<file path="config.mk">
export PLATFORM = sky130hd
export DESIGN_NAME = dual_port_sram_bist_controller
export DESIGN_NICKNAME = d
export VERILOG_FILES = /design/src/rtl/dual_port_sram_bist_pkg.sv /design/src/rtl/bist_address_generator.sv /design/src/rtl/dual_port_sram_bist_controller.sv
export SDC_FILE = /design/constraint.sdc
export NUM_CORES = 1
export LEC_CHECK = 0
export BUFFER_PORTS_ARGS = -buffer_cell sky130_fd_sc_hd__buf_2
export CAP_MARGIN = 20
export CORE_ASPECT_RATIO = 1.1
export CORE_MARGIN = 2
export CORE_UTILIZATION = 53
export CTS_BUF_LIST = sky130_fd_sc_hd__clkbuf_8
export CTS_CLUSTER_SIZE = 10
export DETAILED_ROUTE_END_ITERATION = 12
export PLACE_DENSITY = 0.83
export SLEW_MARGIN = 10
export SYNTH_ARGS = -nofsm -noshare
export SYNTH_HDL_FRONTEND = slang
export SYNTH_SLANG_ARGS = --single-unit
</file>
<file path="constraint.sdc">
create_clock -name Clk_In -period 3.83 [get_ports Clk_In]
set_input_delay 0.9575 -clock Clk_In [delete_from_list [all_inputs] [get_ports Clk_In]]
set_output_delay 0.9575 -clock Clk_In [all_outputs]
set_load 0.01 [all_outputs]
</file>
<file path="src/rtl/dual_port_sram_bist_pkg.sv">
`default_nettype none
// +----------------------------------------------------------------------------+
// | Module   : dual_port_sram_bist_pkg                                          |
// | Purpose  : States, March C- element descriptors and decode helpers.         |
// | Revision : 1.0 - initial release                                           |
// +----------------------------------------------------------------------------+
package dual_port_sram_bist_pkg;

    typedef enum logic [3:0] {
        ST_IDLE  = 4'd0,
        ST_M0    = 4'd1,
        ST_M1_R  = 4'd2,
        ST_M1_W  = 4'd3,
        ST_M2_R  = 4'd4,
        ST_M2_W  = 4'd5,
        ST_M3_R  = 4'd6,
        ST_M3_W  = 4'd7,
        ST_M4_R  = 4'd8,
        ST_M4_W  = 4'd9,
        ST_M5    = 4'd10,
        ST_DRAIN = 4'd11,
        ST_DONE  = 4'd12
    } bist_state_t;

    // Bit n describes element Mn; bits 6..7 pad past M5 so (element + 1) always indexes safely.
    localparam logic [7:0] c_ELEM_DOWN   = 8'b0001_1000;
    localparam logic [7:0] c_ELEM_READ   = 8'b0011_1110;
    localparam logic [7:0] c_ELEM_WRITE  = 8'b0001_1111;
    localparam logic [7:0] c_ELEM_RW     = 8'b0001_1110;
    localparam logic [7:0] c_ELEM_RD_INV = 8'b0001_0100;
    localparam logic [7:0] c_ELEM_WR_INV = 8'b0000_1010;

    function automatic logic [2:0] state_elem(input bist_state_t s);
        case (s)
            ST_M1_R, ST_M1_W: state_elem = 3'd1;
            ST_M2_R, ST_M2_W: state_elem = 3'd2;
            ST_M3_R, ST_M3_W: state_elem = 3'd3;
            ST_M4_R, ST_M4_W: state_elem = 3'd4;
            ST_M5:            state_elem = 3'd5;
            default:          state_elem = 3'd0;
        endcase
    endfunction

    function automatic logic state_is_march(input bist_state_t s);
        return (s >= ST_M0) && (s <= ST_M5);
    endfunction

    function automatic logic state_is_w_phase(input bist_state_t s);
        return (s == ST_M1_W) || (s == ST_M2_W) || (s == ST_M3_W) || (s == ST_M4_W);
    endfunction

endpackage
`default_nettype wire

</file>
<file path="src/rtl/bist_address_generator.sv">
`default_nettype none
// +----------------------------------------------------------------------------+
// | Module   : bist_address_generator                                          |
// | Purpose  : Up/down address counter with load-to-start and last-address flag.|
// | Revision : 1.0 - initial release                                           |
// +----------------------------------------------------------------------------+
module bist_address_generator #(
    parameter int ADDR_WIDTH = 8
) (
    input  logic                  clk,
    input  logic                  rst,
    input  logic                  i_load,
    input  logic                  i_load_down,
    input  logic                  i_step,
    input  logic                  i_down,
    output logic [ADDR_WIDTH-1:0] o_addr,
    output logic                  o_last
);

    localparam logic [ADDR_WIDTH-1:0] c_ONE = {{(ADDR_WIDTH-1){1'b0}}, 1'b1};

    logic [ADDR_WIDTH-1:0] r_addr;

    always_ff @(posedge clk or posedge rst) begin
        if (rst) begin
            r_addr <= '0;
        end else if (i_load) begin
            r_addr <= i_load_down ? '1 : '0;
        end else if (i_step) begin
            r_addr <= i_down ? (r_addr - c_ONE) : (r_addr + c_ONE);
        end
    end

    assign o_addr = r_addr;
    assign o_last = i_down ? (r_addr == '0) : (r_addr == '1);

endmodule
`default_nettype wire

</file>
<file path="src/rtl/dual_port_sram_bist_controller.sv">
`default_nettype none
// +----------------------------------------------------------------------------+
// | Module   : dual_port_sram_bist_controller                                  |
// | Purpose  : March C- BIST engine; writes on SRAM port A, reads on port B.    |
// | Revision : 1.0 - initial release                                           |
// +----------------------------------------------------------------------------+
module dual_port_sram_bist_controller
    import dual_port_sram_bist_pkg::*;
#(
    parameter int                    DATA_WIDTH   = 16,
    parameter int                    ADDR_WIDTH   = 8,
    parameter int                    READ_LATENCY = 1,
    parameter logic [DATA_WIDTH-1:0] BACKGROUND   = '0
) (
    input  logic                  Clk_In,
    input  logic                  Reset_In,
    input  logic                  Start_In,
    output logic [DATA_WIDTH-1:0] Sram_A_Data_Out,
    output logic [ADDR_WIDTH-1:0] Sram_A_Address_Out,
    output logic                  Sram_A_Write_Enable_Out,
    output logic                  Sram_A_Read_Enable_Out,
    output logic [ADDR_WIDTH-1:0] Sram_B_Address_Out,
    output logic                  Sram_B_Read_Enable_Out,
    output logic                  Sram_B_Write_Enable_Out,
    input  logic [DATA_WIDTH-1:0] Sram_B_Data_In,
    output logic                  Busy_Out,
    output logic                  Done_Out,
    output logic                  Pass_Out,
    output logic                  Fail_Out,
    output logic [ADDR_WIDTH-1:0] Fail_Address_Out,
    output logic [DATA_WIDTH-1:0] Fail_Data_Out,
    output logic [DATA_WIDTH-1:0] Fail_Expected_Out,
    output logic [7:0]            Error_Count_Out
);

    localparam logic [1:0] c_DRAIN_LAST = 2'(READ_LATENCY - 1);

    bist_state_t           r_state, w_next;
    logic [1:0]            r_drain_cnt;
    logic [2:0]            w_elem;
    logic                  w_march, w_rw, w_phase_w, w_rd, w_wr, w_last, w_down;
    logic                  w_load, w_load_down, w_step, w_accept;
    logic [ADDR_WIDTH-1:0] w_addr;
    logic [DATA_WIDTH-1:0] w_exp, w_wdata;

    logic                  r_dly_valid [READ_LATENCY];
    logic [DATA_WIDTH-1:0] r_dly_exp   [READ_LATENCY];
    logic [ADDR_WIDTH-1:0] r_dly_addr  [READ_LATENCY];
    logic                  w_mismatch;

    logic                  r_fail;
    logic [ADDR_WIDTH-1:0] r_fail_addr;
    logic [DATA_WIDTH-1:0] r_fail_data, r_fail_exp;
    logic [7:0]            r_err_cnt;

    assign w_elem    = state_elem(r_state);
    assign w_march   = state_is_march(r_state);
    assign w_phase_w = state_is_w_phase(r_state);
    assign w_rw      = c_ELEM_RW[w_elem];
    assign w_down    = c_ELEM_DOWN[w_elem];
    assign w_rd      = w_march && c_ELEM_READ[w_elem]  && !(w_rw && w_phase_w);
    assign w_wr      = w_march && c_ELEM_WRITE[w_elem] && !(w_rw && !w_phase_w);
    assign w_exp     = c_ELEM_RD_INV[w_elem] ? ~BACKGROUND : BACKGROUND;
    assign w_wdata   = c_ELEM_WR_INV[w_elem] ? ~BACKGROUND : BACKGROUND;

    bist_address_generator #(
        .ADDR_WIDTH (ADDR_WIDTH)
    ) u_addr_gen (
        .clk         (Clk_In),
        .rst         (Reset_In),
        .i_load      (w_load),
        .i_load_down (w_load_down),
        .i_step      (w_step),
        .i_down      (w_down),
        .o_addr      (w_addr),
        .o_last      (w_last)
    );

    always_ff @(posedge Clk_In or posedge Reset_In) begin
        if (Reset_In) begin
            r_state     <= ST_IDLE;
            r_drain_cnt <= 2'd0;
        end else begin
            r_state     <= w_next;
            r_drain_cnt <= (r_state == ST_DRAIN) ? (r_drain_cnt + 2'd1) : 2'd0;
        end
    end

    // Element ends load the next element's start address so the first cycle of the
    // following element already presents the right address (no idle cycles).
    always_comb begin
        w_next      = r_state;
        w_load      = 1'b0;
        w_load_down = 1'b0;
        w_step      = 1'b0;
        w_accept    = 1'b0;
        case (r_state)
            ST_IDLE, ST_DONE: begin
                if (Start_In) begin
                    w_accept = 1'b1;
                    w_load   = 1'b1;
                    w_next   = ST_M0;
                end
            end
            ST_M0, ST_M1_R, ST_M1_W, ST_M2_R, ST_M2_W,
            ST_M3_R, ST_M3_W, ST_M4_R, ST_M4_W, ST_M5: begin
                if (w_rw && !w_phase_w) begin
                    w_next = bist_state_t'(r_state + 4'd1);
                end else if (!w_last) begin
                    w_step = 1'b1;
                    if (w_rw) begin
                        w_next = bist_state_t'(r_state - 4'd1);
                    end
                end else begin
                    w_next      = bist_state_t'(r_state + 4'd1);
                    w_load      = 1'b1;
                    w_load_down = c_ELEM_DOWN[w_elem + 3'd1];
                end
            end
            ST_DRAIN: begin
                if (r_drain_cnt == c_DRAIN_LAST) begin
                    w_next = ST_DONE;
                end
            end
            default: w_next = ST_IDLE;
        endcase
    end

    assign w_mismatch = r_dly_valid[READ_LATENCY-1] &&
                        (Sram_B_Data_In != r_dly_exp[READ_LATENCY-1]);

    always_ff @(posedge Clk_In or posedge Reset_In) begin
        if (Reset_In) begin
            for (int i = 0; i < READ_LATENCY; i++) begin
                r_dly_valid[i] <= 1'b0;
                r_dly_exp[i]   <= '0;
                r_dly_addr[i]  <= '0;
            end
            r_fail      <= 1'b0;
            r_fail_addr <= '0;
            r_fail_data <= '0;
            r_fail_exp  <= '0;
            r_err_cnt   <= 8'd0;
        end else begin
            r_dly_valid[0] <= w_rd;
            r_dly_exp[0]   <= w_exp;
            r_dly_addr[0]  <= w_addr;
            for (int i = 1; i < READ_LATENCY; i++) begin
                r_dly_valid[i] <= r_dly_valid[i-1];
                r_dly_exp[i]   <= r_dly_exp[i-1];
                r_dly_addr[i]  <= r_dly_addr[i-1];
            end
            if (w_accept) begin
                r_fail      <= 1'b0;
                r_fail_addr <= '0;
                r_fail_data <= '0;
                r_fail_exp  <= '0;
                r_err_cnt   <= 8'd0;
            end else if (w_mismatch) begin
                if (r_err_cnt != 8'hFF) begin
                    r_err_cnt <= r_err_cnt + 8'd1;
                end
                if (!r_fail) begin
                    r_fail      <= 1'b1;
                    r_fail_addr <= r_dly_addr[READ_LATENCY-1];
                    r_fail_data <= Sram_B_Data_In;
                    r_fail_exp  <= r_dly_exp[READ_LATENCY-1];
                end
            end
        end
    end

    assign Sram_A_Data_Out         = w_wr ? w_wdata : '0;
    assign Sram_A_Address_Out      = w_wr ? w_addr : '0;
    assign Sram_A_Write_Enable_Out = w_wr;
    assign Sram_A_Read_Enable_Out  = 1'b0;
    assign Sram_B_Address_Out      = w_rd ? w_addr : '0;
    assign Sram_B_Read_Enable_Out  = w_rd;
    assign Sram_B_Write_Enable_Out = 1'b0;

    assign Busy_Out          = (r_state != ST_IDLE) && (r_state != ST_DONE);
    assign Done_Out          = (r_state == ST_DONE);
    assign Pass_Out          = Done_Out && !r_fail;
    assign Fail_Out          = r_fail;
    assign Fail_Address_Out  = r_fail_addr;
    assign Fail_Data_Out     = r_fail_data;
    assign Fail_Expected_Out = r_fail_exp;
    assign Error_Count_Out   = r_err_cnt;

endmodule
`default_nettype wire

</file>
=== Word-level counts from Yosys, hierarchy flattened ===
Memories as Yosys holds them, arrays and structs flattened.
Index checks and enable logic that the tools add are counted.
Widths: inputs -> output; s select.

* Divide/modulo/power cells: 0
* Order comparisons: 4
* Equal/unequal tests: 20
* Muxes and demuxes: 49
* Shift-type cells: 0
* Bitwise operators: 0
* $add $sub $neg: 7
* Reductions and logical operators: 29
* Multipliers: 0

{| class="wikitable"
|+ Operator list
! operator !! number
|-
| $mux 16 || 9
|-
| $mux 8 || 12
|-
| $eq 4x4->1 const B || 5
|-
| $mux 1 || 20
|-
| $mux 4 || 5
|-
| $add 8x1->8 const B || 2
|-
| $eq 4x3->1 const B || 4
|-
| $ne 16x16->1 || 1
|-
| $pmux 4 s3 || 1
|-
| $logic_and 1x1->1 || 10
|-
| $reduce_or 10->1 || 1
|-
| $eq 4x2->1 const B || 2
|-
| $eq 8x8->1 const B || 1
|-
| $logic_not 8->1 || 1
|-
| $lt 3x4->1 const B || 2
|-
| $ne 4x4->1 const B || 2
|-
| $ne 8x8->1 const B || 1
|-
| $sub 8x1->8 const B || 1
|-
| $reduce_bool 2->1 || 3
|-
| $add 4x1->4 const B || 1
|-
| $eq 4x1->1 const B || 1
|-
| $ge 4x1->1 const B || 1
|-
| $le 4x4->1 const B || 1
|-
| $logic_not 1->1 || 4
|-
| other kinds (14) || 18
|}

* Bits in read-only memories: 104
* Input port bits: 19
* Output and inout bits: 88
* Logic and storage cells: 128
* Bits in registers: 88
* Bits in writable memories: 0
* Memories: 8
* Bits in latches: 0

{| class="wikitable"
|+ Memories
! name !! words !! bits a word !! rd ports !! clocked after memory_dff !! wr ports !! RTL line !! text
|-
| (no name shown) || 16 || 3 || 1 || 0 || 0 || dual_port_sram_bist_pkg.sv:34 || <nowiki>case (s)</nowiki>
|-
| (no name shown) || 8 || 1 || 1 || 0 || 0 || dual_port_sram_bist_controller.sv:117 || <nowiki>w_load_down = c_ELEM_DOWN[w_elem + 3'd1];</nowiki>
|-
| (no name shown) || 8 || 1 || 1 || 0 || 0 || dual_port_sram_bist_controller.sv:64 || <nowiki>assign w_wdata = c_ELEM_WR_INV[w_elem] ? ~BACKGROUND : BACKGROUND;</nowiki>
|-
| (no name shown) || 8 || 1 || 1 || 0 || 0 || dual_port_sram_bist_controller.sv:63 || <nowiki>assign w_exp = c_ELEM_RD_INV[w_elem] ? ~BACKGROUND : BACKGROUND;</nowiki>
|-
| (no name shown) || 8 || 1 || 1 || 0 || 0 || dual_port_sram_bist_controller.sv:62 || <nowiki>assign w_wr = w_march && c_ELEM_WRITE[w_elem] && !(w_rw && !w_phase_w);</nowiki>
|-
| (no name shown) || 8 || 1 || 1 || 0 || 0 || dual_port_sram_bist_controller.sv:61 || <nowiki>assign w_rd = w_march && c_ELEM_READ[w_elem] && !(w_rw && w_phase_w);</nowiki>
|-
| 2 more memories || n/a || n/a || n/a || n/a || n/a || n/a ||
|}

=== Longest topological paths before layout ===
* Depth after elaboration: 10
* Depth in mapped cells: 12
* Gate-level depth less buffers: 11

=== Cells and area by module ===
A second synthesis with hierarchy kept.

* Cells, all modules: 369
* Area, all modules: 3,527.1 sq um

{| class="wikitable"
|+ By module, submodules not included
! module !! times used !! area each (sq um) !! cells each
|-
| dual_port_sram_bist_controller || 1 || 2,831.5 || 280
|-
| bist_address_generator || 1 || 695.7 || 89
|}

=== Worst setup path before layout ===
No wires, ideal clock.

* Path type: register to output
* From: register r_state[2]
* To: output port Sram_A_Data_Out[10]
* Required time: 2,873 ps
* Slack: 42 ps
* Cell stages (with the launch flop): 11
* Data arrival time: 2,831 ps
* Path through: dfrtp_1 buf_2 clkbuf_1 inv_1 nand2_1 a21oi_1 ha_1 o211a_1 nor3_1 and2_1 buf_4

* Word-level cells in the longest chain between the ends: 9

{| class="wikitable"
|+ Ends and longest elaborated chain
! element !! RTL line !! text
|-
| start, declared || dual_port_sram_bist_controller.sv:38 || <nowiki>bist_state_t r_state, w_next;</nowiki>
|-
| start signal, assigned || dual_port_sram_bist_controller.sv:84 || <nowiki>r_state <= w_next;</nowiki>
|-
| branches (longest 7 deep; another with $mem_v2 16x3) || n/a ||
|-
| $logic_and 1x1->1 (*) || dual_port_sram_bist_controller.sv:62 ||
|-
| named net Sram_A_Write_Enable_Out || dual_port_sram_bist_controller.sv:20 || <nowiki>output logic Sram_A_Write_Enable_Out,</nowiki>
|-
| $mux 16 (*) || dual_port_sram_bist_controller.sv:173 || <nowiki>assign Sram_A_Data_Out = w_wr ? w_wdata : '0;</nowiki>
|-
| end, declared || dual_port_sram_bist_controller.sv:18 || <nowiki>output logic [DATA_WIDTH-1:0] Sram_A_Data_Out,</nowiki>
|}

Mark *: on every way through the listed nets, which the timed path passes. The select of a mux whose other input is x is not followed.

=== Worst setup path after layout ===
* From: register r_state[0]
* To: output port Sram_A_Address_Out[0]

* Word-level cells in the longest chain between the ends: 9

{| class="wikitable"
|+ Ends and longest elaborated chain
! element !! RTL line !! text
|-
| branches (longest 7 deep; another with $mem_v2 16x3) || n/a ||
|-
| $logic_and 1x1->1 (*) || dual_port_sram_bist_controller.sv:62 ||
|-
| $mux 8 (*) || dual_port_sram_bist_controller.sv:174 || <nowiki>assign Sram_A_Address_Out = w_wr ? w_addr : '0;</nowiki>
|-
| end, declared || dual_port_sram_bist_controller.sv:19 || <nowiki>output logic [ADDR_WIDTH-1:0] Sram_A_Address_Out,</nowiki>
|}

Every way passes the cells marked *. The select of a mux whose other input is x is not followed.

==> results by group <==
Yosys
  • Synth Register Bits: 58
  • Most used DFF post-synth: dfrtp_1
  • Cells after Synth: 334
  • Main combinational cell family by area after synthesis: compound AO/OA/AOI/OAI gates
  • Post-synth ARST share: 100%
  • Simple-gate share of the synthesized area: 17.4%
  • Synth Area in XOR/XNOR: 2.59%
  • Post-Syn Area: 0.00338 mm²
  • Synth Area in Compound Gates: 18.6%
  • Syn Area/Cell: 10.1 µm²
  • Yosys warnings: 0
  • Adder-cell share of the synthesized area: 6.52%
  • Synth cell types: 57
  • Sequential area share after synthesis: 43.0%
  • EDFF count, synth: 0
  • Multiplexer share of the synthesized area: 1.63%

Finish
  • Most common cell after layout, fill and taps aside: buf_2
  • Syn-to-layout area delta: 18.0%
  • Final core occ: 64.8%
  • Most frequent cells in the layout: 104 x buf_2, 58 x dfrtp_1, 32 x nor2_1, 25 x a22o_1, 18 x and2_1
  • Share of cells above drive strength 1: 33.7%
  • Diode count: 0
  • # nets final: 452

Timing
  • Final period utilization: 94.6%
  • Final min period: 3.62 ns
  • Final Hold Fails: 0
  • Fin Hold WS: 0.439 ns
  • RSZ-0062 raised after global routing: false
  • Final WS setup: 0.207 ns
  • FMAX: 0.276 GHz
  • Final max-slew violation count: 0
  • Slew margin rel.: 42.8%
  • Max Clock Skew: 0.00811 ns
  • Finish-stage setup viols: 0
  • Tightest Pin Transition: 0.856 ns
  • Setup tns final: 0 ns

Global routing
  • First-pass GRT wire length: 12,000 µm
  • Number of global-route vias before repair: 2,525
  • GRT Total Usage: 22.1%
  • Largest net degree at the start of global routing: 42
  • Initial antenna violation count: 0
  • Total grt overflow: 0

Drt
  • Via/cell ratio: 5.63
  • Post-route ant nets: 0
  • Routed WL per cell: 15.3 µm
  • Routed vias: 2,821
  • # DRC: 0
  • 1st-iter DRT viols: 221
  • Routed wire length: 7670 µm
  • First-pass DRT Iterations: 4

Die
  • FP Rows: 30
  • CORE AREA: 0.00616 mm²
  • # IOs: 107
  • Die Wd: 80.1 µm
  • Initial Util: 54.9%
  • Die area: 0.00703 mm²
  • Die H: 87.7 µm

Clocking
  • TritonCTS clock tree: yes
  • CTS hold repair buffers: 0
  • CTS max path bufs: 2
  • Clock transition at path regs: 0.07 ns
  • Clk root buf: clkbuf_8
  • Sinks on Clock Net: 58
  • Worst skew pair latency: 0.34 ns
  • Post-CTS sizing: 0
  • CTS Buf Count: 9
  • H-Tree Depth: 3
  • Post-CTS Setup Inserts: 0

Min path
  • Hold_sp: r_drain_cnt[0]
  • Worst min-delay path class: register to register
  • Worst Hold Path EP: r_drain_cnt[0]
  • Hold depth: 1

Setup path
  • Delay-heaviest family, CP: adder cells
  • Worst path slowest cell: dfrtp_1
  • Cell repeated most along the worst path: ha_1
  • CP Launch Type: register
  • Data required time at the worst endpoint: 2.87 ns
  • Kind of end point of the critical path: output port
  • Arr. time, crit path: 2.67 ns
  • R2r startpoint: r_state[0]
  • CP peak stage delay: 0.45 ns
  • Worst r2r dst: u_addr_gen.o_addr[7]
  • R2R Setup Slk: 0.48 ns
  • Critical-path cell list: inv_1, ha_1, nand2_1, a21oi_1, ha_1, o211a_1, nor3_2, buf_4, and2_1, buf_2
  • Kind of critical path: register to output port
  • R2R depth: 12
  • Bufs and invs on worst path: 3
  • Critical Path Fanout Max: 9

Power
  • Worst VDD drop: 0.552 mV
  • LEAKAGE: 2.04 nW
  • Switching portion of total power: 44.9%
  • Clock Power Share: 13.3%
  • Power density over cell area: 1090 mW/mm²
  • Gate power share: 60.2%
  • NetSw: 0.00195 W
  • Pint: 0.00240 W
  • Flop pwr share: 26.5%

Flow run
  • # Max-Cap Violations: 0

Status
  • Outcome: completed

Placed design
  • GPL Wtd Cong: 0.891
  • Dpl ws: 0.384 ns
  • PortBufs: 104
  • Hpwl dp: 5690 µm
worst max-delay path by stage:
stage | startpoint | end | cells after the start
floorplan | r_state[2] | Sram_A_Data_Out[10] | 10
global placement | r_state[0] | Sram_A_Data_Out[11] | 9
detailed placement | r_state[0] | Sram_A_Data_Out[0] | 9
CTS | r_state[0] | Sram_A_Data_Out[0] | 9
global route | r_state[0] | Sram_A_Address_Out[7] | 10
finish | r_state[0] | Sram_A_Address_Out[0] | 10
metal layers:
| metal | part of all wire [%] | up-vias | track usage (%) |
|---|---|---|---|
| met5 | 0 | - | 0 |
| met2 | 49 | 123 | 36.3 |
| met1 | 43 | 1339 | 27.5 |
| met4 | 1.9 | 0 | 10.3 |
| li1 | - | 1344 | - |
| met3 | 6.3 | 15 | 5.57 |
cells by family after synthesis:
| logic type | after synthesis |
|---|---|
| other | 1 |
| AO/OA/AOI/OAI | 76 |
| flip-flops | 58 |
| multiplexers | 5 |
| XOR/XNOR | 10 |
| AND/OR/NAND/NOR | 112 |
| buffers and inverters | 55 |
| adder cells (fa/ha/maj) | 17 |
metrics by stage:
stage / instances / cell area [µm²] / total power, W
2_1_floorplan: 335 / 3380 / 0.00307
3_3_place_gp: 485 / 3780 / 0.00368
3_5_place_dp: 485 / 3780 / 0.00375
4_1_cts: 501 / 3980 / 0.00435
5_1_grt: 501 / 3990 / 0.00470
6_report: 501 / 3990 / 0.00435
registers in the layout (all words and copies together), names as in the netlist:
signal / cells
Fail_Expected_Out: 1
Error_Count_Out: 8
Fail_Address_Out: 8
r_dly_exp: 1
r_dly_valid: 1
Fail_Out: 1
u_addr_gen.o_addr: 8
r_state: 4
r_drain_cnt: 2
r_dly_addr: 8
Fail_Data_Out: 16
power groups by stage:
stage	clock network (W)	logic (W)	registers, W
2_1_floorplan	0	0.00193	0.00114
3_3_place_gp	0	0.00254	0.00114
3_5_place_dp	0	0.00259	0.00116
4_1_cts	0.000588	0.00262	0.00115
5_1_grt	0.000617	0.00288	0.00120
6_report	0.000578	0.00262	0.00115
cells in the mapped netlist (all sizes together) (5+ instances only):
cell	number	share of area, %
nand2	10	1.1
nand3	7	1.0
ha	16	5.9
dfrtp	58	43
o21ai	8	1.2
nor2	33	3.7
nand4	7	1.3
nor3	12	1.8
and2	19	3.5
buf	39	8.4
inv	12	1.3
a211oi	5	1.5
a21oi	9	1.3
o22a	7	1.8
xnor2	7	1.8
a22o	25	6.5
nor4	5	0.93
cell type report:
| cell class | instances | area [µm²] |
|---|---|---|
| inverters | 12 | 45.0 |
| multi-input cells | 222 | 1600 |
| repair buffers | 113 | 588 |
| flip-flops and latches | 58 | 1450 |
| clock buffers | 11 | 151 |
| well taps | 80 | 100 |
| clock inverters | 5 | 52.6 |
| fillers | 482 | 2170 |
Power figures use the tool's default switching activity.
